## src/rtl/bp_pkg.sv

```systemverilog
// Shared branch-predictor definitions: 2-bit counter encoding, the counter
// step function and the gshare PHT index function.
package bp_pkg;

    typedef enum logic [1:0] {
        CTR_SN = 2'b00,
        CTR_WN = 2'b01,
        CTR_WT = 2'b10,
        CTR_ST = 2'b11
    } ctr_t;

    // gshare index at full width; callers size-cast down to their table width
    function automatic logic [31:0] pht_index(input logic [31:0] pc,
                                              input logic [31:0] ghr,
                                              input int unsigned idx_bits);
        logic [31:0] mask;
        mask = (32'd1 << idx_bits) - 32'd1;
        return ((pc >> 2) ^ ghr) & mask;
    endfunction

    function automatic ctr_t ctr_next(input ctr_t c, input logic taken);
        ctr_t n;
        n = c;
        case (c)
            CTR_SN:  n = taken ? CTR_WN : CTR_SN;
            CTR_WN:  n = taken ? CTR_WT : CTR_SN;
            CTR_WT:  n = taken ? CTR_ST : CTR_WN;
            CTR_ST:  n = taken ? CTR_ST : CTR_WT;
            default: n = c;
        endcase
        return n;
    endfunction

endpackage

```

## src/rtl/sat_counter_table.sv

```systemverilog
// Table of 2-bit saturating counters: combinational read port, one
// registered update port, all counters reset to weakly-not-taken.
module sat_counter_table
    import bp_pkg::*;
#(
    parameter int IDX_W = 6
) (
    input  logic             clk,
    input  logic             reset,
    input  logic [IDX_W-1:0] rd_idx,
    output ctr_t             rd_ctr,
    input  logic             upd_en,
    input  logic [IDX_W-1:0] upd_idx,
    input  logic             upd_taken
);
    localparam int DEPTH = 1 << IDX_W;

    ctr_t tbl [DEPTH];

    // Read sees pre-edge contents, so a same-cycle update is not forwarded
    assign rd_ctr = tbl[rd_idx];

    always_ff @(posedge clk or posedge reset) begin
        if (reset) begin
            for (int i = 0; i < DEPTH; i++) tbl[i] <= CTR_WN;
        end else if (upd_en) begin
            tbl[upd_idx] <= ctr_next(tbl[upd_idx], upd_taken);
        end
    end

endmodule

```

## src/rtl/gshare_btb_predictor.sv

```systemverilog
// Fetch-stage predictor: fully associative BTB for targets plus a gshare
// PHT for direction, with non-speculative global history updated at EXEC.
module gshare_btb_predictor
    import bp_pkg::*;
#(
    parameter int ENTRIES   = 8,
    parameter int HIST_BITS = 4,
    parameter int PHT_BITS  = 6
) (
    input  logic                 clk,
    input  logic                 reset,
    input  logic                 f_valid,
    input  logic [31:0]          f_pc,
    output logic [31:0]          f_predict_addr,
    output logic                 f_predict_valid,
    output logic                 f_hit,
    output logic [HIST_BITS-1:0] f_ghr,
    input  logic                 d_is_branch,
    input  logic [31:0]          d_pc,
    input  logic [31:0]          d_target_addr,
    input  logic                 x_valid,
    input  logic [31:0]          x_pc,
    input  logic                 x_taken,
    input  logic [HIST_BITS-1:0] x_ghr
);
    localparam int PTR_W = (ENTRIES > 1) ? $clog2(ENTRIES) : 1;

    logic [ENTRIES-1:0]       btb_valid;
    logic [ENTRIES-1:0][31:0] btb_tag;
    logic [ENTRIES-1:0][31:0] btb_tgt;
    logic [PTR_W-1:0]         rpl_ptr;
    logic [HIST_BITS-1:0]     ghr;

    logic [ENTRIES-1:0] f_hit_vec;
    logic [ENTRIES-1:0] d_hit_vec;
    logic               f_hit_any;
    logic               d_hit_any;
    logic [31:0]        f_tgt;
    logic [PTR_W-1:0]   d_idx;
    logic [PHT_BITS-1:0] rd_idx;
    logic [PHT_BITS-1:0] upd_idx;
    ctr_t               rd_ctr;

    for (genvar i = 0; i < ENTRIES; i++) begin : g_cmp
        assign f_hit_vec[i] = btb_valid[i] && (btb_tag[i] == f_pc);
        assign d_hit_vec[i] = btb_valid[i] && (btb_tag[i] == d_pc);
    end

    // Tags are unique, so at most one bit of each hit vector is set
    always_comb begin
        f_tgt = '0;
        d_idx = '0;
        for (int i = 0; i < ENTRIES; i++) begin
            if (f_hit_vec[i]) f_tgt = f_tgt | btb_tgt[i];
            if (d_hit_vec[i]) d_idx = PTR_W'(i);
        end
    end

    assign f_hit_any = |f_hit_vec;
    assign d_hit_any = |d_hit_vec;

    assign rd_idx  = PHT_BITS'(pht_index(f_pc, 32'(ghr), PHT_BITS));
    assign upd_idx = PHT_BITS'(pht_index(x_pc, 32'(x_ghr), PHT_BITS));

    sat_counter_table #(.IDX_W(PHT_BITS)) u_pht (
        .clk       (clk),
        .reset     (reset),
        .rd_idx    (rd_idx),
        .rd_ctr    (rd_ctr),
        .upd_en    (x_valid),
        .upd_idx   (upd_idx),
        .upd_taken (x_taken)
    );

    always_ff @(posedge clk or posedge reset) begin
        if (reset) begin
            f_hit           <= 1'b0;
            f_predict_valid <= 1'b0;
            f_predict_addr  <= '0;
            f_ghr           <= '0;
        end else if (f_valid) begin
            f_hit           <= f_hit_any;
            f_predict_valid <= f_hit_any && rd_ctr[1];
            f_predict_addr  <= f_tgt;
            f_ghr           <= ghr;
        end else begin
            f_hit           <= 1'b0;
            f_predict_valid <= 1'b0;
        end
    end

    // Decode retargets an existing entry or allocates round-robin on a miss
    always_ff @(posedge clk or posedge reset) begin
        if (reset) begin
            btb_valid <= '0;
            btb_tag   <= '0;
            btb_tgt   <= '0;
            rpl_ptr   <= '0;
        end else if (d_is_branch) begin
            if (d_hit_any) begin
                btb_tgt[d_idx] <= d_target_addr;
            end else begin
                btb_valid[rpl_ptr] <= 1'b1;
                btb_tag[rpl_ptr]   <= d_pc;
                btb_tgt[rpl_ptr]   <= d_target_addr;
                rpl_ptr <= (rpl_ptr == PTR_W'(ENTRIES - 1)) ? '0 : rpl_ptr + PTR_W'(1);
            end
        end
    end

    always_ff @(posedge clk or posedge reset) begin
        if (reset) begin
            ghr <= '0;
        end else if (x_valid) begin
            ghr <= HIST_BITS'({ghr, x_taken});
        end
    end

endmodule

```

## config.mk

```make
export PLATFORM = sky130hd
export DESIGN_NAME = gshare_btb_predictor
export DESIGN_NICKNAME = d
export VERILOG_FILES = /design/src/rtl/bp_pkg.sv /design/src/rtl/sat_counter_table.sv /design/src/rtl/gshare_btb_predictor.sv
export SDC_FILE = /design/constraint.sdc
export NUM_CORES = 2
export LEC_CHECK = 0
export ABC_AREA = 1
export CELL_PAD_IN_SITES_DETAIL_PLACEMENT = 0
export CELL_PAD_IN_SITES_GLOBAL_PLACEMENT = 2
export CORE_AREA = 5 5 348 350
export DETAILED_ROUTE_END_ITERATION = 8
export DIE_AREA = 0 0 353 355
export GPL_TIMING_DRIVEN = 0
export PLACE_DENSITY_LB_ADDON = 0.08
export SLEW_MARGIN = 20
export SYNTH_ARGS = -nofsm -noshare
export SYNTH_HDL_FRONTEND = slang
export SYNTH_HIERARCHICAL = 1
export SYNTH_SLANG_ARGS = --single-unit
```

## constraint.sdc

```tcl
create_clock -name clk -period 49.7 [get_ports clk]
set_clock_uncertainty 0.1 [all_clocks]
set_input_delay 12.425 -clock clk [delete_from_list [all_inputs] [get_ports clk]]
set_output_delay 12.425 -clock clk [all_outputs]
set_load 0.02 [all_outputs]
```

==> flow_summary.ini <==
[clock_tree]
cts_buffers = 89
clockRootBuffer = clkbuf_16
cts-resized-gates = 0
worstSkewPairLatency_ns = 0.74
htree_num_levels = 3
cts.sink_count = 693
postCtsSetupRepairBufs = 0
cts_buffer_depth = 3
hold_buffers = 0
clk_pin_slew_ns = 0.06
cts_tree = built

[power]
intPower_mw = 1.500
comb_power_share_pct = 36.5
pwr-share-seq_pct = 37.6
net-switching-power_mw = 1.151
vdd_drop_max_v = 0.00002829
swShare_pct = 43.43
powerDensity_mw_per_mm2 = 53.18
p_leak_nw = 25.56
p_clk_share_pct = 25.9
total_power_mw = 2.651

[min_path]
whs_path_depth = 2
min_from = u_pht/tbl[84]
hp-class = reg2reg
hold_end = u_pht/tbl[84]

[floorplanning]
core_area_mm2 = 0.1175
io_pins = 176
rows = 126
start_util_pct = 37.30
dieArea_mm2 = 0.1253
die_w_um = 353
fp.dieH_um = 355

[critical_path]
r2r_slack_ns = 45.37
critPathBufInv = 6
path_cells = clkdlybuf4s50_1 > inv_1 > buf_2 > o21ai_0 > a21oi_1 > nand3_1 > nor2_1 > nand3_1 > nand2_1 > nor2_1 > nand3_1 > nand2_1 > inv_2 > nand3_2 > buf_4 > nand2_1 > nand2_1 > inv_1
crit_family = buffers and inverters
crit_fanout = 10
reg2reg_depth = 12
cp-start-kind = primary input
crit_path_end_kind = register
cp.arrival_ns = 17.69
worst_ep_required_time_ns = 50.26
crit_path_frequent_cell = nand2_1
cpPeakStageDelay_ns = 0.80
path_depth = 18
reg2reg_to = btb_tgt[0]
worst_path_max_delay_cell = buf_2
path_class = in2reg
r2r_start = btb_tag[156]

[global_routing]
grt_usage_pct = 39.96
gr-total-overflow = 0
grt_pass1_vias = 45170
grt_pass1_wl_um = 352900
antenna_found_initial = 49
grt_max_degree = 99

[sta]
max-slew-margin-rel_pct = 16.23
max_freq_ghz = 0.05838
rsz0062_at_grt = no
hold_viol = 0
finalCritPeriodShare_pct = 34.47
setup_viol = 0
layout_min_cycle_time_ns = 17.13
tns_ns = 0
worstMarginPinSlew_ns = 1.247
drv_slew = 0

[logic_synthesis]
yosysWarnings = 6
synth_nets = 6700
post_synth.cell_area_avg_um2 = 6.678
synth_cells = 6560
netlist_area_mm2 = 0.04381

[finish]
final_cells = 8363
layout-drive-gt1-share_pct = 9.186
area.sequential_mm2 = 0.01742
area_growth_pct = 13.79
fillCellCount = 12730
fin_area_mm2 = 0.04985
multi_input_comb_area_mm2 = 0.02205
layout.nets = 6874

[route]
wl_um = 257900
drtAntennaViolNets = 0
drc = 0
vias = 47980
firstDrtPassIters = 6
wl_per_cell_um = 30.84
detailedRoute.firstIterationViolations = 6631
viasPerCell = 5.737

[placed_design]
place.gp.congestion = 1.040
io_buffers = 71
dp.cells = 8179
placed_area_mm2 = 0.04676
dp_hpwl_um = 182600

[flow_run]
cap_violations = 0

[run_status]
status = finished, final reports clean
[area by class of cell]
cell class                      count  share of cell area, %
Multi-Input combinational cell   4875                  44.24
Sequential cell                   693                  34.95
Clock buffer                      129                  5.113
Inverter                          609                  4.626
Buffer                            383                  4.207
Tap cell                         1536                  3.855
Timing Repair Buffer               83                  1.918
Clock inverter                     32                 0.9764
Antenna cell                       23                 0.1155
[registers in the layout, summed over array words and instances (netlist names)]
register / flops
f_hit: 1
btb_tag: 256
rpl_ptr: 3
f_predict_valid: 1
f_predict_addr: 32
btb_valid: 8
f_ghr: 4
u_pht/tbl: 128
ghr: 4
btb_tgt: 256
[how the worst max path moves through the flow]
stage	end	from
2_1_floorplan	btb_tag[0]	reset
3_3_place_gp	btb_tag[32]	reset
3_5_place_dp	btb_tgt[52]	d_pc[1]
4_1_cts	btb_tgt[52]	d_pc[1]
5_1_grt	btb_tgt[55]	d_pc[1]
6_report	btb_tgt[52]	d_pc[1]
[metrics by stage]
| step | setup slack (ns) | util, % | hold slack [ns] |
|---|---|---|---|
| CTS | 32.96 | 42.39 | 0.3655 |
| global placement | 12.93 | 39.54 | 0.3536 |
| floorplan | 21.37 | - | 0.3465 |
| detailed placement | 32.20 | 39.81 | 0.3565 |
| global route | 32.62 | 42.40 | 0.3758 |
| finish | 32.57 | 42.44 | 0.3639 |
[per-layer routing]
metal  part of all wire [%]  global-route usage, %  vias to the layer above
li1                       -                      -                    21160
met1                     40                  51.53                    23270
met2                     42                  58.95                     2804
met3                     11                  11.55                      721
met4                    7.4                  25.14                       24
met5                  0.069                      0                        -
[worst register-to-register path: cells and delay by family (launching register included)]
kind          cells  cell delay [ns]
simple gates     10             2.96
xor+xnor          1             0.38
buf+inv           1             0.39
flops             1             0.41
[cells in the final DEF (no fill, tap or decap), types with 15 or more instances in the layout]
cell	instances
a21oi_1	48
buf_2	166
buf_4	60
buf_6	26
clkbuf_1	136
clkbuf_16	90
clkbuf_2	17
clkbuf_8	15
clkdlybuf4s50_1	70
dfrtp_1	629
dfstp_2	64
diode_2	23
inv_1	571
inv_2	32
nand2_1	2580
nand3_1	585
nand4_1	225
nor2_1	585
nor3_1	71
nor4_1	34
o211ai_1	17
o21ai_0	311
o21ai_1	40
o21ai_2	38
o21bai_1	16
or2_2	21
xnor2_1	89
xor2_1	68
[power groups by stage]
stage,sequential [mW],clock [mW],combinational [mW]
2_1_floorplan,0.927,0,0.649
3_3_place_gp,0.993,0,0.926
3_5_place_dp,0.993,0,0.936
4_1_cts,0.987,0.693,0.940
5_1_grt,1.02,0.717,1.06
6_report,0.996,0.687,0.968
No activity file was read; power rests on OpenSTA's default activity.
